**src/rtl/seq_pkg.sv**
```systemverilog
`default_nettype none
// ============================================================================
// Package : seq_pkg
// Brief   : Opcode and state encodings plus instruction field widths for the
//           instruction sequencer.
// Rev     : 1.0  initial release
// ============================================================================
package seq_pkg;

  localparam int c_opc_w   = 4;
  localparam int c_reg_w   = 2;
  localparam int c_imm_w   = 8;
  localparam int c_instr_w = c_opc_w + 2 * c_reg_w + c_imm_w;

  typedef enum logic [c_opc_w-1:0] {
    OP_ADD  = 4'd0,  OP_SUB  = 4'd1,  OP_SHL  = 4'd2,  OP_SHR  = 4'd3,
    OP_CMP  = 4'd4,  OP_AND  = 4'd5,  OP_OR   = 4'd6,  OP_XOR  = 4'd7,
    OP_NAND = 4'd8,  OP_NOR  = 4'd9,  OP_XNOR = 4'd10, OP_INV  = 4'd11,
    OP_NEG  = 4'd12, OP_STO  = 4'd13, OP_SWP  = 4'd14, OP_LOAD = 4'd15
  } opcode_t;

  typedef enum logic [1:0] {
    S_IDLE = 2'd0,
    S_EXEC = 2'd1,
    S_SWP2 = 2'd2,
    S_MEM  = 2'd3
  } state_t;

  // Opcodes whose result comes back from the external ALU and lands in R[rd]
  function automatic logic is_alu_op(input opcode_t op);
    return !(op inside {OP_CMP, OP_STO, OP_SWP, OP_LOAD});
  endfunction

endpackage
`default_nettype wire

```
**src/rtl/instr_sequencer_if.sv**
```systemverilog
`default_nettype none
// ============================================================================
// Interface : instr_sequencer_if
// Brief     : Instruction, ALU and memory channels of the sequencer.
// Rev       : 1.0  initial release
// ============================================================================
interface instr_sequencer_if #(
  parameter int DATA_W = 8
);
  logic              instr_valid;
  logic              instr_ready;
  logic [15:0]       instr;
  logic [3:0]        alu_op;
  logic [DATA_W-1:0] alu_a;
  logic [DATA_W-1:0] alu_b;
  logic [DATA_W-1:0] alu_result;
  logic              mem_req;
  logic              mem_we;
  logic [7:0]        mem_addr;
  logic [DATA_W-1:0] mem_wdata;
  logic              mem_ack;
  logic [DATA_W-1:0] mem_rdata;

  modport master (
    input  instr_valid, instr, alu_result, mem_ack, mem_rdata,
    output instr_ready, alu_op, alu_a, alu_b, mem_req, mem_we, mem_addr, mem_wdata
  );

  modport slave (
    output instr_valid, instr, alu_result, mem_ack, mem_rdata,
    input  instr_ready, alu_op, alu_a, alu_b, mem_req, mem_we, mem_addr, mem_wdata
  );
endinterface
`default_nettype wire

```
**src/rtl/seq_regfile.sv**
```systemverilog
`default_nettype none
// ============================================================================
// Module : seq_regfile
// Brief  : NREG x DATA_W register file, one write port, two async read ports.
// Rev    : 1.0  initial release
// ============================================================================
module seq_regfile #(
  parameter int DATA_W = 8,
  parameter int NREG   = 4
) (
  input  wire logic                    clk,
  input  wire logic                    rst,
  input  wire logic                    i_we,
  input  wire logic [$clog2(NREG)-1:0] i_waddr,
  input  wire logic [DATA_W-1:0]       i_wdata,
  input  wire logic [$clog2(NREG)-1:0] i_raddr_a,
  input  wire logic [$clog2(NREG)-1:0] i_raddr_b,
  output logic      [DATA_W-1:0]       o_rdata_a,
  output logic      [DATA_W-1:0]       o_rdata_b
);

  logic [DATA_W-1:0] r_mem [NREG];

  always_ff @(posedge clk or posedge rst) begin
    if (rst) begin
      for (int i = 0; i < NREG; i++) r_mem[i] <= '0;
    end else if (i_we) begin
      r_mem[i_waddr] <= i_wdata;
    end
  end

  assign o_rdata_a = r_mem[i_raddr_a];
  assign o_rdata_b = r_mem[i_raddr_b];

endmodule
`default_nettype wire

```
**src/rtl/instr_sequencer.sv**
```systemverilog
`default_nettype none
// ============================================================================
// Module : instr_sequencer
// Brief  : Fetch-accept / execute / memory sequencer for a 4-register datapath.
//          Optional retire counter enabled by macro SEQ_RETIRE_CNT_EN.
// Rev    : 1.0  initial release
// ============================================================================
module instr_sequencer
  import seq_pkg::*;
#(
  parameter int DATA_W = 8,
  parameter int NREG   = 4
) (
  input  wire logic         clk,
  input  wire logic         rst,
  instr_sequencer_if.master bus,
  output logic              flag_z,
  output logic              flag_n,
  output logic              flag_c,
  output logic              retire
`ifdef SEQ_RETIRE_CNT_EN
  ,
  output logic [15:0]       retire_cnt
`endif
);

  state_t                 r_state;
  logic [c_instr_w-1:0]   r_instr;
  logic [DATA_W-1:0]      r_tmp;
  logic                   r_mem_req;
  logic                   r_mem_we;
  logic [c_imm_w-1:0]     r_mem_addr;
  logic [DATA_W-1:0]      r_mem_wdata;

  opcode_t                w_op;
  logic [c_reg_w-1:0]     w_rd;
  logic [c_reg_w-1:0]     w_rs;
  logic [DATA_W-1:0]      w_ra;
  logic [DATA_W-1:0]      w_rb;
  logic                   w_exec;
  logic                   w_we;
  logic [c_reg_w-1:0]     w_waddr;
  logic [DATA_W-1:0]      w_wdata;

  assign w_op   = opcode_t'(r_instr[15:12]);
  assign w_rd   = r_instr[11:10];
  assign w_rs   = r_instr[9:8];
  assign w_exec = (r_state == S_EXEC);

  seq_regfile #(.DATA_W(DATA_W), .NREG(NREG)) u_regfile (
    .clk       (clk),
    .rst       (rst),
    .i_we      (w_we),
    .i_waddr   (w_waddr),
    .i_wdata   (w_wdata),
    .i_raddr_a (w_rd),
    .i_raddr_b (w_rs),
    .o_rdata_a (w_ra),
    .o_rdata_b (w_rb)
  );

  // Ready is gated by rst so it reads 0 for the whole reset assertion
  assign bus.instr_ready = (r_state == S_IDLE) & ~rst;
  assign bus.alu_op      = w_exec ? r_instr[15:12] : 4'd0;
  assign bus.alu_a       = w_exec ? w_ra : '0;
  assign bus.alu_b       = w_exec ? w_rb : '0;
  assign bus.mem_req     = r_mem_req;
  assign bus.mem_we      = r_mem_we;
  assign bus.mem_addr    = r_mem_addr;
  assign bus.mem_wdata   = r_mem_wdata;

  always_comb begin
    w_we    = 1'b0;
    w_waddr = w_rd;
    w_wdata = bus.alu_result;
    case (r_state)
      S_EXEC: begin
        if (is_alu_op(w_op)) begin
          w_we = 1'b1;
        end else if (w_op == OP_SWP) begin
          w_we    = 1'b1;
          w_wdata = w_rb;
        end
      end
      S_SWP2: begin
        w_we    = 1'b1;
        w_waddr = w_rs;
        w_wdata = r_tmp;
      end
      S_MEM: begin
        w_we    = bus.mem_ack & ~r_mem_we;
        w_wdata = bus.mem_rdata;
      end
      default: ;
    endcase
  end

  always_ff @(posedge clk or posedge rst) begin
    if (rst) begin
      r_state     <= S_IDLE;
      r_instr     <= '0;
      r_tmp       <= '0;
      flag_z      <= 1'b0;
      flag_n      <= 1'b0;
      flag_c      <= 1'b0;
      r_mem_req   <= 1'b0;
      r_mem_we    <= 1'b0;
      r_mem_addr  <= '0;
      r_mem_wdata <= '0;
      retire      <= 1'b0;
    end else begin
      retire <= 1'b0;
      case (r_state)
        S_IDLE: begin
          if (bus.instr_valid && bus.instr_ready) begin
            r_instr <= bus.instr;
            r_state <= S_EXEC;
          end
        end
        S_EXEC: begin
          case (w_op)
            OP_CMP: begin
              flag_z  <= (w_ra == w_rb);
              flag_n  <= ($signed(w_ra) < $signed(w_rb));
              flag_c  <= (w_ra < w_rb);
              retire  <= 1'b1;
              r_state <= S_IDLE;
            end
            OP_SWP: begin
              r_tmp   <= w_ra;
              r_state <= S_SWP2;
            end
            OP_STO, OP_LOAD: begin
              r_mem_req   <= 1'b1;
              r_mem_we    <= (w_op == OP_STO);
              r_mem_addr  <= r_instr[7:0];
              r_mem_wdata <= w_rb;
              r_state     <= S_MEM;
            end
            default: begin
              retire  <= 1'b1;
              r_state <= S_IDLE;
            end
          endcase
        end
        S_SWP2: begin
          retire  <= 1'b1;
          r_state <= S_IDLE;
        end
        S_MEM: begin
          if (bus.mem_ack) begin
            r_mem_req <= 1'b0;
            r_mem_we  <= 1'b0;
            retire    <= 1'b1;
            r_state   <= S_IDLE;
          end
        end
        default: r_state <= S_IDLE;
      endcase
    end
  end

`ifdef SEQ_RETIRE_CNT_EN
  logic [15:0] r_retire_cnt;

  always_ff @(posedge clk or posedge rst) begin
    if (rst)         r_retire_cnt <= '0;
    else if (retire) r_retire_cnt <= r_retire_cnt + 16'd1;
  end

  assign retire_cnt = r_retire_cnt;
`endif

endmodule
`default_nettype wire

```
**src/flat_wrapper.sv**
```systemverilog
// flat-port wrapper written by rule: the top's interface ports become plain ports
module instr_sequencer_flat import seq_pkg::*;
#(
  parameter int DATA_W = 8,
  parameter int NREG   = 4
)
  (clk, rst, flag_z, flag_n, flag_c, retire, bus_instr_valid, bus_instr, bus_alu_result, bus_mem_ack, bus_mem_rdata, bus_instr_ready, bus_alu_op, bus_alu_a, bus_alu_b, bus_mem_req, bus_mem_we, bus_mem_addr, bus_mem_wdata);
  instr_sequencer_if #(.DATA_W(DATA_W)) bus_i ();
  input  wire logic clk;
  input  wire logic rst;
  output logic flag_z;
  output logic flag_n;
  output logic flag_c;
  output logic retire;
  input wire logic [$bits(bus_i.instr_valid)-1:0] bus_instr_valid;
  input wire logic [$bits(bus_i.instr)-1:0] bus_instr;
  input wire logic [$bits(bus_i.alu_result)-1:0] bus_alu_result;
  input wire logic [$bits(bus_i.mem_ack)-1:0] bus_mem_ack;
  input wire logic [$bits(bus_i.mem_rdata)-1:0] bus_mem_rdata;
  output wire logic [$bits(bus_i.instr_ready)-1:0] bus_instr_ready;
  output wire logic [$bits(bus_i.alu_op)-1:0] bus_alu_op;
  output wire logic [$bits(bus_i.alu_a)-1:0] bus_alu_a;
  output wire logic [$bits(bus_i.alu_b)-1:0] bus_alu_b;
  output wire logic [$bits(bus_i.mem_req)-1:0] bus_mem_req;
  output wire logic [$bits(bus_i.mem_we)-1:0] bus_mem_we;
  output wire logic [$bits(bus_i.mem_addr)-1:0] bus_mem_addr;
  output wire logic [$bits(bus_i.mem_wdata)-1:0] bus_mem_wdata;
  assign bus_i.instr_valid = bus_instr_valid;
  assign bus_i.instr = bus_instr;
  assign bus_i.alu_result = bus_alu_result;
  assign bus_i.mem_ack = bus_mem_ack;
  assign bus_i.mem_rdata = bus_mem_rdata;
  assign bus_instr_ready = bus_i.instr_ready;
  assign bus_alu_op = bus_i.alu_op;
  assign bus_alu_a = bus_i.alu_a;
  assign bus_alu_b = bus_i.alu_b;
  assign bus_mem_req = bus_i.mem_req;
  assign bus_mem_we = bus_i.mem_we;
  assign bus_mem_addr = bus_i.mem_addr;
  assign bus_mem_wdata = bus_i.mem_wdata;
  instr_sequencer #(.DATA_W(DATA_W), .NREG(NREG)) u_core (.clk(clk), .rst(rst), .bus(bus_i), .flag_z(flag_z), .flag_n(flag_n), .flag_c(flag_c), .retire(retire));
endmodule
```
**config.mk**
```make
export PLATFORM = sky130hd
export DESIGN_NAME = instr_sequencer_flat
export DESIGN_NICKNAME = d
export VERILOG_FILES = /design/src/rtl/seq_pkg.sv /design/src/rtl/instr_sequencer_if.sv /design/src/rtl/seq_regfile.sv /design/src/rtl/instr_sequencer.sv /design/src/flat_wrapper.sv
export SDC_FILE = /design/constraint.sdc
export NUM_CORES = 1
export LEC_CHECK = 0
export CAP_MARGIN = 20
export CORE_MARGIN = 8
export CORE_UTILIZATION = 58
export CTS_BUF_LIST = sky130_fd_sc_hd__clkbuf_8
export DETAILED_ROUTE_END_ITERATION = 8
export PLACE_DENSITY = 0.9
export SETUP_SLACK_MARGIN = 0.5
export SLEW_MARGIN = 15
export SYNTH_ARGS = -nofsm -noshare
export SYNTH_HDL_FRONTEND = slang
export SYNTH_HIERARCHICAL = 1
export SYNTH_SLANG_ARGS = --single-unit
```
**constraint.sdc**
```tcl
create_clock -name clk -period 5.6 [get_ports clk]
set_clock_uncertainty 0.15 [all_clocks]
set_input_delay 0.56 -clock clk [delete_from_list [all_inputs] [get_ports clk]]
set_output_delay 0.56 -clock clk [all_outputs]
set_load 0.01 [all_outputs]
```
Yosys cells after proc, flatten, opt, wreduce, memory -nomap -nowiden
Index checks and enable logic that the tools add are counted.
{ "word_totals": {"romBits": 0, "latchBits": 0, "n_memories": 0, "elab_cells": 83, "ramBits": 0, "out_inout_bits": 43, "regBits": 80} }
{ "op_classes": {"n_mux": 31, "n_addsub": 0, "shift": 0, "reduce_logical": 13, "n_eq_ne": 11, "n_mul": 0, "n_bitwise": 7, "order_cmp": 6, "div_mod_pow": 0} }
{ "op_table": {"columns": ["op", "n"], "rows": [
  ["8-bit 2-to-1 mux", 9],
  ["8-bit binary-select mux with 2-bit select", 2],
  ["32-bit bitwise mux", 1],
  ["8-bit one-hot mux with 3 select lines", 1],
  ["8-bit demux with 2-bit select", 1],
  ["8-bit less-than comparator", 2],
  ["4-bit equality test, second input constant", 3],
  ["2-bit AND reduction", 5],
  ["3-bit greater-or-equal comparator, second input constant", 3],
  ["2-bit inverter with 3-bit output", 3],
  ["8-bit equality test", 1],
  ["2-bit one-hot mux with 4 select lines", 1],
  ["1-bit 2-to-1 mux", 7],
  ["2-bit 2-to-1 mux", 3],
  ["2-bit != test, second input constant", 3],
  ["1-bit one-hot mux with 3 select lines", 2],
  ["2-bit equality test, second input constant", 2],
  ["4-bit by 3-bit equality test with 1-bit output, second input constant", 1],
  ["4-bit 2-to-1 mux", 1],
  ["1-bit one-hot mux with 2 select lines", 2],
  ["2-bit one-hot mux with 2 select lines", 1],
  ["4-bit nonzero test", 1],
  ["3-bit by 1-bit less-than comparator with 1-bit output, second input constant", 1],
  ["3-bit AND reduction", 1],
  ["other kinds (8)", 11]
]} }

Depth between registers and ports, before layout
Gate-level depths: netlist of run 1.
{ "depth": {"depth_word": 8, "mapped_depth": 8} }

Hierarchy
Netlist of run 1, hierarchy kept.
{ "modules_own_cells": {"columns": ["module", "instances", "area_per_inst_um2", "cells_per_inst"], "rows": [
  ["instr_sequencer", 1, 2601.2, 223],
  ["seq_regfile", 1, 1594.0, 89]
]} }

Worst setup path before layout of run 1
OpenSTA, ideal clock, no wires.
{ "synth_path": {"kind": "register to register", "start": "register u_core.r_instr[8]", "end": "register u_core/u_regfile/r_mem[27] (netlist bit)", "setup_time_ns": 0.125, "stages_incl_launch_ff": 6, "synth_period_minus_slack_ns": 2.395, "arrival_time_ns": 2.120, "setup_slack_ns": 3.205, "path_buffers": 1, "path_cell_list": "dfrtp_1 buf_2 mux4_2 mux2_4 mux4_2 mux2_2"} }
{ "synth_between": {"elab_chain_len": 8, "word_cells_on_any_way": 15} }
{ "synth_rtl": {"columns": ["element", "line_no", "rtl"], "rows": [
  ["start, declared", "instr_sequencer.sv:28", "logic [c_instr_w-1:0] r_instr;"],
  ["start signal, assigned", "instr_sequencer.sv:116", "r_instr <= bus.instr;"],
  ["2-bit inverter with 3-bit output (not written as such)", "seq_regfile.sv:33", "assign o_rdata_b = r_mem[i_raddr_b];"],
  ["8-bit binary-select mux with 2-bit select", "seq_regfile.sv:33", null],
  ["8-bit 2-to-1 mux (not written as such) (2 in a row)", "seq_regfile.sv:33", null],
  ["net u_core.w_rb[3]", "instr_sequencer.sv:39", "logic [DATA_W-1:0] w_rb;"],
  ["8-bit 2-to-1 mux", "instr_sequencer.sv:80", "end else if (w_op == OP_SWP) begin"],
  ["8-bit 2-to-1 mux", "instr_sequencer.sv:78", "if (is_alu_op(w_op)) begin"],
  ["8-bit one-hot mux with 3 select lines", "instr_sequencer.sv:76", "case (r_state)"],
  ["net u_core.w_wdata[3]", "instr_sequencer.sv:43", "logic [DATA_W-1:0] w_wdata;"],
  ["32-bit bitwise mux", "seq_regfile.sv:28", "r_mem[i_waddr] <= i_wdata;"],
  ["end signal, assigned by index", "seq_regfile.sv:28", null],
  ["end, declared", "seq_regfile.sv:22", "logic [DATA_W-1:0] r_mem [NREG];"]
]} }
The timed path passes the listed nets, and every way through them passes these cells. The select of a mux whose other input is x is not followed.
A chain may end at the register's enable or synchronous reset.

Worst setup path after layout of run 1
{ "layout_path": {"start": "register u_core.r_state[0]", "end": "output port bus_alu_op[0]"} }
{ "layout_between": {"elab_chain_len": 2} }
{ "layout_rtl": {"columns": ["element", "line_no", "rtl"], "rows": [
  ["start, declared", "instr_sequencer.sv:27", "state_t r_state;"],
  ["start signal, assigned", "instr_sequencer.sv:100", "r_state <= S_IDLE;"],
  ["start signal, assigned", "instr_sequencer.sv:117", "r_state <= S_EXEC;"],
  ["start signal, assigned", "instr_sequencer.sv:127", "r_state <= S_IDLE;"],
  ["2-bit by 1-bit equality test with 1-bit output", "instr_sequencer.sv:48", "assign w_exec = (r_state == S_EXEC);"],
  ["4-bit 2-to-1 mux", "instr_sequencer.sv:64", "assign bus.alu_op = w_exec ? r_instr[15:12] : 4'd0;"],
  ["end, declared", "flat_wrapper.sv:21", "output wire logic [$bits(bus_i.alu_op)-1:0] bus_alu_op;"]
]} }
No other way between the ends.

==> results of run 1 <==
critical path, cell delays in order, from the launching register on:
cell and delay (ps):
dfrtp_1 830, nor2b_4 540, and2_1 210, clkdlybuf4s50_1 560
registers in the layout, summed over array words and instances, names as in the netlist, 2 cells and up:
register and flops:
u_core/bus.mem_wdata 8, u_core/r_instr 16, u_core/u_regfile/r_mem 32, u_core/bus.mem_addr 8, u_core/r_state 2, u_core/r_tmp 8
cell usage in the layout, fill, tap and decap left out, types with 4 or more instances in the layout:
| master | netlist | layout |
|---|---|---|
| nor2b_1 | 4 | 4 |
| ha_1 | 8 | 8 |
| clkbuf_8 | 0 | 10 |
| clkdlybuf4s50_1 | 0 | 78 |
| nor2_1 | 8 | 8 |
| o21ai_0 | 8 | 8 |
| a21oi_1 | 4 | 4 |
| and2_1 | 23 | 23 |
| mux2i_1 | 8 | 8 |
| a221o_1 | 6 | 6 |
| inv_1 | 12 | 11 |
| dfrtp_1 | 80 | 80 |
| nand2_1 | 15 | 15 |
| mux4_2 | 18 | 18 |
| mux2_2 | 74 | 74 |
metal layers:
layer	global-route usage, %	vias to the layer above	wire [µm]
met5	0	-	0
met4	9.74	0	223
met1	23.1	1497	4040
met3	3.25	20	479
met2	35.6	93	5280
li1	-	1291	-
stage by stage:
| step | cells | cell area [µm²] | setup WS (ps) | hold WS (ps) |
|---|---|---|---|---|
| 2_1_floorplan | 312 | 4200 | 3210 | 325 |
| 3_3_place_gp | 472 | 4990 | 2710 | 320 |
| 3_5_place_dp | 473 | 5020 | 2610 | 320 |
| 4_1_cts | 489 | 5210 | 2390 | 341 |
| 5_1_grt | 490 | 5230 | 2240 | 366 |
| 6_report | 490 | 5230 | 2390 | 342 |
report_power, final:
part | total [mW] | switching, mW | internal (mW)
Clock | 0.400 | 0.223 | 0.178
Combinational | 1.20 | 0.514 | 0.685
Sequential | 1.03 | 0.205 | 0.822
cell type report:
type / count / area (µm²)
repair buffers: 80 / 828
flip-flops and latches: 80 / 2000
clock inverters: 6 / 50.0
clock buffers: 10 / 138
multi-input cells: 203 / 2040
fillers: 484 / 1910
well taps: 99 / 124
inverters: 12 / 45.0
cell families (layout without fill, tap and decap cells):
logic type	Yosys count	after routing	share of synthesized area, %
buffers and inverters	29	108	3.64
adders and majority gates	8	8	2.39
and+or+nand+nor	64	64	8.95
muxes	102	102	32.2
DFF	80	80	47.7
AOI/OAI and AO/OA	29	29	5.16
worst max-delay path by stage:
stage                                                        end  slack (ps)  depth (start not counted)
final                                              bus_alu_op[0]        2390                          3
after detailed placement     u_core/bus.mem_wdata[4]$_DFFE_PP0P_        2610                          4
after global placement       u_core/bus.mem_wdata[4]$_DFFE_PP0P_        2710                          4
after CTS                                          bus_alu_op[2]        2390                          3
after global routing                               bus_alu_op[0]        2240                          3
after floorplan           u_core/u_regfile/r_mem[27]$_DFFE_PP0P_        3210                          5
==> flow_summary.toml, run 1 <==
[setup_path]
r2r_end = "u_core/bus.mem_wdata[4]$_DFFE_PP0P_"
r2r-start = "u_core/r_state[0]$_DFFE_PP0P_"
critPathLaunchType = "register"
crit_fanout = 23
r2r_slack_ps = 2570
worst_ep_required_time_ps = 4890
cp-startpoint = "u_core/r_state[0]$_DFFE_PP0P_"
critPathCaptureType = "output pin"
rr_worst_depth = 4
crit_type = "register to output pin"
cp.arrival_ps = 2500

[floorplanning]
start_util_pct = 58.8
die_width_um = 101
rows = 31
core-area_um2 = 7140
ios = 79
dieArea_um2 = 10200
die_h_um = 101

[yosys]
syn-mean-instance-area_um2 = 13.4
synth_top_area_cell = "dfrtp_1"
synth.top_cells.by_count = "dfrtp_1, mux2_2, and2_1, mux4_2, nand2_1"
yosysSeqAreaShare_pct = 47.7
syn_nets = 356
synth_area_leaders = "dfrtp_1, mux2_2, mux4_2, and2_1, ha_1"
synth_seq_cells = 80
synth_edf_count = 0
async_reset_ff_share_pct = 100
netlist_instances = 312
netlist_area_um2 = 4200
synth_ff_type = "dfrtp_1"
yosysTopAreaCellShare_pct = 47.7
synth.most_common_cell = "dfrtp_1"
synth_cell_types = 37
yosys_warnings = 6

[final_layout]
drive_gt1_share_pct = 30.4
postLayoutCoreUtil_pct = 73.2
fin_nets = 430
diodes = 0
area_growth_pct = 24.6

[detailed_routing]
drt_iter0_markers = 154
wire_per_inst_um = 20.4
drc_errors = 0
vias = 2901
drtAntennaViolNets = 0
viasPerCell = 5.92
drt-pass1-iter-count = 4
wl_mm = 10.0

[power_and_ir_drop]
power_mw = 2.63
powerDensity_nw_per_um2 = 502
ir_worst_vdd_v = 0.000255
p_leak_nw = 2.17

[clock_network]
cts_setup_buffers = 0
hold_buffers = 0
cts_resized = 0
clk_pin_slew_worst_paths_ps = 80
cts_tree = "built"
cts_root_buf = "clkbuf_8"
clock_sinks = 80
numCtsBuffers = 9
h-tree-depth = 3
clock_latency_ps = 350
cts.path.max_buffers = 2

[placement]
io_buffers = 78
hpwl_mm = 7.48
gp_congestion = 0.877

[sta]
hold_viol_final = 0
fmax_mhz = 311
rsz0062_at_grt = "no"
fin_crit_ps = 3210
tightest_slew_ps = 1020
max-slew-margin-rel_pct = 32.2
setup_viol = 0
period_share_pct = 57.3
slew_violations = 0
setup_tns_ps = 0

[min_path]
worstHoldPathCells = 1
hold_start = "u_core/bus.mem_req$_DFFE_PP0P_"
min_path_type = "register to register"
hold_path_end = "u_core/bus.mem_req$_DFFE_PP0P_"

[global_route]
antenna_found_initial = 0
grt_usage_pct = 20.1
grt_max_degree = 49
grt_pass1_vias = 3055
grt-ovfl-total = 0
grt_pass1_wl_mm = 15.7

[status]
run_status = "completed"

[job]
drv_cap = 0
Power figures use the tool's default switching activity.
==> run 2: changes to the inputs <==
--- a/config.mk
+++ b/config.mk
@@ -7,10 +7,10 @@
 export LEC_CHECK = 0
 export CAP_MARGIN = 20
 export CORE_MARGIN = 8
-export CORE_UTILIZATION = 58
+export CORE_UTILIZATION = 54
 export CTS_BUF_LIST = sky130_fd_sc_hd__clkbuf_8
 export DETAILED_ROUTE_END_ITERATION = 8
-export PLACE_DENSITY = 0.9
+export PLACE_DENSITY = 0.84
 export SETUP_SLACK_MARGIN = 0.5
 export SLEW_MARGIN = 15
 export SYNTH_ARGS = -nofsm -noshare
==> constraint.sdc (replaced) <==
create_clock -name clk -period 3 [get_ports clk]
set_clock_uncertainty 0.15 [all_clocks]
set_input_delay 0.3 -clock clk [delete_from_list [all_inputs] [get_ports clk]]
set_output_delay 0.3 -clock clk [all_outputs]
set_load 0.01 [all_outputs]
==> run 2 against run 1 <==
- final cell count grew 5.1%
- critical endpoint is now u_core/u_regfile/r_mem[3]$_DFFE_PP0P_
- die area up 6.2%
- register-to-register slack got worse by 2000 ps
- critical path type is now register to register
- utilization fell by 2.4 points
- first-iteration DRC count grew 12%
- highest routed layer unchanged
- design area is 3.7% higher
==> flow_summary.toml, run 2 (same netlist as run 1, synthesis figures left out) <==
[clock_network]
numCtsBuffers = 9
cts_root_buf = "clkbuf_8"
cts.path.max_buffers = 2
cts_tree = "built"
clk_pin_slew_worst_paths_ps = 90
h-tree-depth = 3
hold_buffers = 0
clock_sinks = 80
clock_latency_ps = 360

[status]
run_status = "completed"

[sta]
hold_viol_final = 0
slew_violations = 0
rsz0062_at_grt = "no"
setup_tns_ps = 0
fmax_mhz = 406
setup_viol = 0
tightest_slew_ps = 616
max-slew-margin-rel_pct = 58.9
period_share_pct = 82.1
fin_crit_ps = 2460

[setup_path]
critPathCaptureType = "register"
r2r-start = "u_core/r_instr[12]$_DFFE_PP0P_"
slowest_stage = "and4b_1"
cp_cell_sequence = "and4b_1 > mux2_4 > mux4_2 > mux2_2"
rr_worst_depth = 4
cp.arrival_ps = 2550
worst_ep_required_time_ps = 3090
r2r_slack_ps = 540
r2r_end = "u_core/u_regfile/r_mem[3]$_DFFE_PP0P_"
crit_fanout = 10
slowest_delay_ps = 590
crit_type = "register to register"
critPathLaunchType = "register"

[floorplanning]
dieArea_um2 = 10800
die_width_um = 104
rows = 32
start_util_pct = 54.9
core-area_um2 = 7650
ios = 79
die_h_um = 104

[job]
drv_cap = 0

[final_layout]
drive_gt1_share_pct = 35.4
area_growth_pct = 29.2
fillers = 540
diodes = 0
regMostFlops = "u_core/u_regfile/r_mem"
largest_reg_flops = 32
final_cell_mix = "dfrtp_1, mux2_2, clkdlybuf4s50_1, and2_1, buf_4"
fin_nets = 452
fin_cells = 515
final_common_cell = "dfrtp_1"
top_regs = "u_core/u_regfile/r_mem: 32 flops, u_core/r_instr: 16 flops"

[detailed_routing]
drtAntennaViolNets = 0
drt-pass1-iter-count = 5
drt_iter0_markers = 172
drc_errors = 0
route.met3.wl_um = 896
highest_layer = "met4"
wire_per_inst_um = 21.8
wl_met1_mm = 4.35
viasPerCell = 5.94
met2_length_mm = 5.83
vias = 3061
wl_mm = 11.2

[global_route]
grt_pass1_vias = 3227
grt_usage_pct = 21.0
grt_pass1_wl_mm = 17.9
antenna_found_initial = 0
grt-ovfl-total = 0
grt_max_degree = 33

[placement]
hpwl_mm = 7.66
io_buffers = 78
place_inst = 484
gp_congestion = 0.799

[power_and_ir_drop]
powerDensity_nw_per_um2 = 978
ir_worst_vdd_v = 0.000375
p_leak_nw = 2.39

[min_path]
min_path_type = "input port to async pin"
run 2: changes by cell type in the layout (fill, tap and decap cells not counted):
cell / before / now
buf_16: 1 / 0
buf_4: 0 / 22
buf_6: 0 / 1
bufinv_16: 0 / 2
clkdlybuf4s50_1: 78 / 62
clkinv_4: 2 / 1
clkinvlp_4: 2 / 0
dfrtp_1: 80 / 75
dfrtp_2: 0 / 5
dlygate4sd2_1: 0 / 14
dlymetal6s2s_1: 0 / 2
inv_8: 0 / 1
run 2: what timing repair did:
action                                  CTS  global route
resized for setup                        19             5
endpoints found under the setup margin   38            17
setup buffers                            13             2
pin swaps                                 0             2
run 2: cell type report:
type	count	area (µm²)	share of cell area, %
multi-input cells	203	2040	37.6
repair buffers	102	965	17.8
well taps	102	128	2.35
clock inverters	6	97.6	1.80
inverters	12	45.0	0.831
flip-flops and latches	80	2010	37.0
clock buffers	10	138	2.54
run 2: per-layer routing:
layer  global-route usage (%)  up-vias
met5                        0        -
met4                     7.55        0
met3                     4.40       14
met2                     36.1      125
met1                     25.3     1588
li1                         -     1334
run 2: worst max-delay path: cells and delay by family (launching register included):
kind             cells  cell delay (ps)
DFF                  1              440
muxes                3             1160
and+or+nand+nor      1              590
run 2: worst max-delay path by stage:
stage                     slack (ps)                           start  depth (start not counted)                                     end
after floorplan                  610   u_core/r_instr[8]$_DFFE_PP0P_                          5  u_core/u_regfile/r_mem[27]$_DFFE_PP0P_
after global placement           400   u_core/r_instr[8]$_DFFE_PP0P_                          4  u_core/u_regfile/r_mem[27]$_DFFE_PP0P_
after detailed placement         330   u_core/r_instr[8]$_DFFE_PP0P_                          4  u_core/u_regfile/r_mem[15]$_DFFE_PP0P_
after CTS                        440   u_core/r_instr[8]$_DFFE_PP0P_                          4                            bus_alu_b[4]
after global routing             500  u_core/r_instr[12]$_DFFE_PP0P_                          4   u_core/u_regfile/r_mem[3]$_DFFE_PP0P_
final                            540  u_core/r_instr[12]$_DFFE_PP0P_                          4   u_core/u_regfile/r_mem[3]$_DFFE_PP0P_
run 2: report_power, final:
group          total (mW)  switching [mW]  internal (mW)
sequential           1.89           0.356           1.54
combinational        2.48            1.08           1.40
clock               0.931           0.427          0.505
run 2: per-stage QoR:
stage                     util (%)  hold WS [ps]  worst slack (ps)  power, mW  area [µm²]
after floorplan                  -           266               605       3.27        4200
after global placement        66.2           312               404       4.04        5060
after detailed placement      66.2           319               333       4.15        5060
after CTS                     70.4           195               438       5.25        5380
after global routing          70.9           261               496       5.57        5420
final                         70.9           200               538       5.30        5420
==> run 3: changes to the inputs <==
--- a/config.mk
+++ b/config.mk
@@ -7,10 +7,10 @@
 export LEC_CHECK = 0
 export CAP_MARGIN = 20
 export CORE_MARGIN = 8
-export CORE_UTILIZATION = 54
+export CORE_UTILIZATION = 49
 export CTS_BUF_LIST = sky130_fd_sc_hd__clkbuf_8
 export DETAILED_ROUTE_END_ITERATION = 8
-export PLACE_DENSITY = 0.84
+export PLACE_DENSITY = 0.81
 export SETUP_SLACK_MARGIN = 0.5
 export SLEW_MARGIN = 15
 export SYNTH_ARGS = -nofsm -noshare
==> constraint.sdc (replaced) <==
create_clock -name clk -period 2.2 [get_ports clk]
set_clock_uncertainty 0.15 [all_clocks]
set_input_delay 0.22 -clock clk [delete_from_list [all_inputs] [get_ports clk]]
set_output_delay 0.22 -clock clk [all_outputs]
set_load 0.01 [all_outputs]
==> run 3 against run 2 <==
- the flow now finishes with violations (setup timing)
- sequential power increased by 42%
- die area increased by 8.6%
- global-route usage grew 4.9 points
==> flow_summary.toml, run 3 (same netlist as run 1, synthesis figures left out) <==
[status]
run_status = "finished with violations"
violations = "setup timing"

[global_route]
grt_max_degree = 33
grt_usage_pct = 25.8
grt-ovfl-total = 0
grt_pass1_vias = 3917
antenna_found_initial = 0
grt_pass1_wl_mm = 22.8

[final_layout]
fin_cells = 615
fin_nets = 548
largest_reg_flops = 32
top_regs = "u_core/u_regfile/r_mem: 32 flops, u_core/r_instr: 16 flops"
regMostFlops = "u_core/u_regfile/r_mem"
drive_gt1_share_pct = 61.9
final_cell_mix = "buf_6, dfrtp_1, mux2_4, clkdlybuf4s50_1, buf_4"
final_common_cell = "buf_6"
area_growth_pct = 68.5

[sta]
setup_viol = 49
tightest_slew_ps = 735
slew_violations = 0
setup_slack_ps = -397
max-slew-margin-rel_pct = 50.8
setup_tns_ps = -9620
fin_hold_ws_ps = 149
period_share_pct = 118
fin_crit_ps = 2600
rsz0062_at_grt = "yes"
fmax_mhz = 385
hold_viol_final = 0

[job]
drv_cap = 0

[detailed_routing]
drt-pass1-iter-count = 5
vias = 3855
viasPerCell = 6.27
drt_iter0_markers = 334
wl_mm = 18.3
drtAntennaViolNets = 0
wire_per_inst_um = 29.8
drc_errors = 0

[min_path]
min_path_type = "input port to async pin"

[setup_path]
cp_top_family = "compound AO/OA/AOI/OAI gates"
crit_fanout = 5
cp.arrival_ps = 2710
critPathCaptureType = "register"
slowest_delay_ps = 520
critPathLaunchType = "register"
cp_cell_sequence = "buf_6 > mux4_2 > buf_6 > inv_1 > ha_4 > a21oi_2 > a21oi_2 > o41ai_2"
cp_num_buf_inv = 3
worst_ep_required_time_ps = 2310
slowest_stage = "mux4_2"
crit_type = "register to register"

[floorplanning]
ios = 79
core-area_um2 = 8260
rows = 33
dieArea_um2 = 11800
start_util_pct = 50.8
die_h_um = 109
die_width_um = 109

[power_and_ir_drop]
ir_worst_vdd_v = 0.000779
p_leak_nw = 3.27
powerDensity_nw_per_um2 = 1550

[clock_network]
clk_pin_slew_worst_paths_ps = 100
cts_tree = "built"
hold_buffers = 0
clock_latency_ps = 380
cts.path.max_buffers = 2
cts_root_buf = "clkbuf_8"
clock_sinks = 80
h-tree-depth = 3
numCtsBuffers = 9

[placement]
gp_congestion = 0.816
place_inst = 518
io_buffers = 78
hpwl_mm = 8.14
-- run 3: cell count changes in the layout (fill, tap and decap cells not counted), moves of 14 or more --
cell / before / now
buf_6: 1 / 89
mux2_2: 74 / 17
mux2_4: 2 / 59
and2_4: 0 / 20
and2_1: 23 / 4
buf_4: 22 / 36
dlygate4sd2_1: 14 / 0
-- run 3: area by class of cell --
type                       instances  area [µm²]
antenna                            1        2.50
clock buffer                       9         124
clock inverter                     7         105
fill                             323        1190
inverter                          12        50.0
multi-input combinational        203        2530
sequential                        80        2010
tap                              105         131
timing repair buffer             198        2120
-- run 3: worst reg2reg max path, cell delays in order (launching register included) --
cell and delay, ps:
dfrtp_2 470, buf_6 130, mux4_2 520, buf_6 150, inv_1 130, ha_4 240, a21oi_2 210, a21oi_2 110
o41ai_2 380
-- run 3: metal layers --
layer,wire [µm],up-vias,GRT usage [%]
li1,-,1519,-
met1,6680,1963,32.4
met2,8940,285,42.3
met3,1750,88,5.18
met4,964,0,11.7
met5,0,-,0
-- run 3: timing repair --
item                                    in CTS  in global routing
setup buffers                               52                 25
endpoints found under the setup margin      97                100
gates resized for setup                    212                 80
pin swaps                                   14                 16
cloned                                       3                  0
-- run 3: worst paths after layout --
path	from	to	cells past startpoint	slack [ps]
max	u_core/r_instr[8]$_DFFE_PP0P_	u_core/flag_n$_DFFE_PP0P_	8	-400
min	rst	u_core/bus.mem_addr[2]$_DFFE_PP0P_	2	150
max reg2reg	u_core/r_instr[8]$_DFFE_PP0P_	u_core/flag_n$_DFFE_PP0P_	8	-400
min reg2reg	u_core/r_tmp[2]$_DFFE_PP0P_	u_core/r_tmp[2]$_DFFE_PP0P_	1	370
max in group asynchronous	rst	u_core/r_instr[8]$_DFFE_PP0P_	3	1200
min in group clk	bus_instr[3]	u_core/r_instr[3]$_DFFE_PP0P_	2	310
-- run 3: where the power goes --
| group | internal (mW) | switching (mW) | total [mW] |
|---|---|---|---|
| logic | 4.16 | 2.80 | 6.96 |
| clock network | 0.653 | 0.636 | 1.29 |
| registers | 2.10 | 0.591 | 2.69 |
-- run 3: through the flow --
| stage | instance area, µm² | power (mW) | util (%) | setup WS (ps) |
|---|---|---|---|---|
| after floorplan | 4360 | 4.69 | - | -98.0 |
| after global placement | 5460 | 6.16 | 66.1 | -140 |
| after CTS | 6520 | 9.06 | 79.0 | -200 |
| after detailed placement | 5460 | 6.33 | 66.1 | -197 |
| final | 7070 | 10.9 | 85.6 | -397 |
| after global routing | 7070 | 11.2 | 85.6 | -394 |
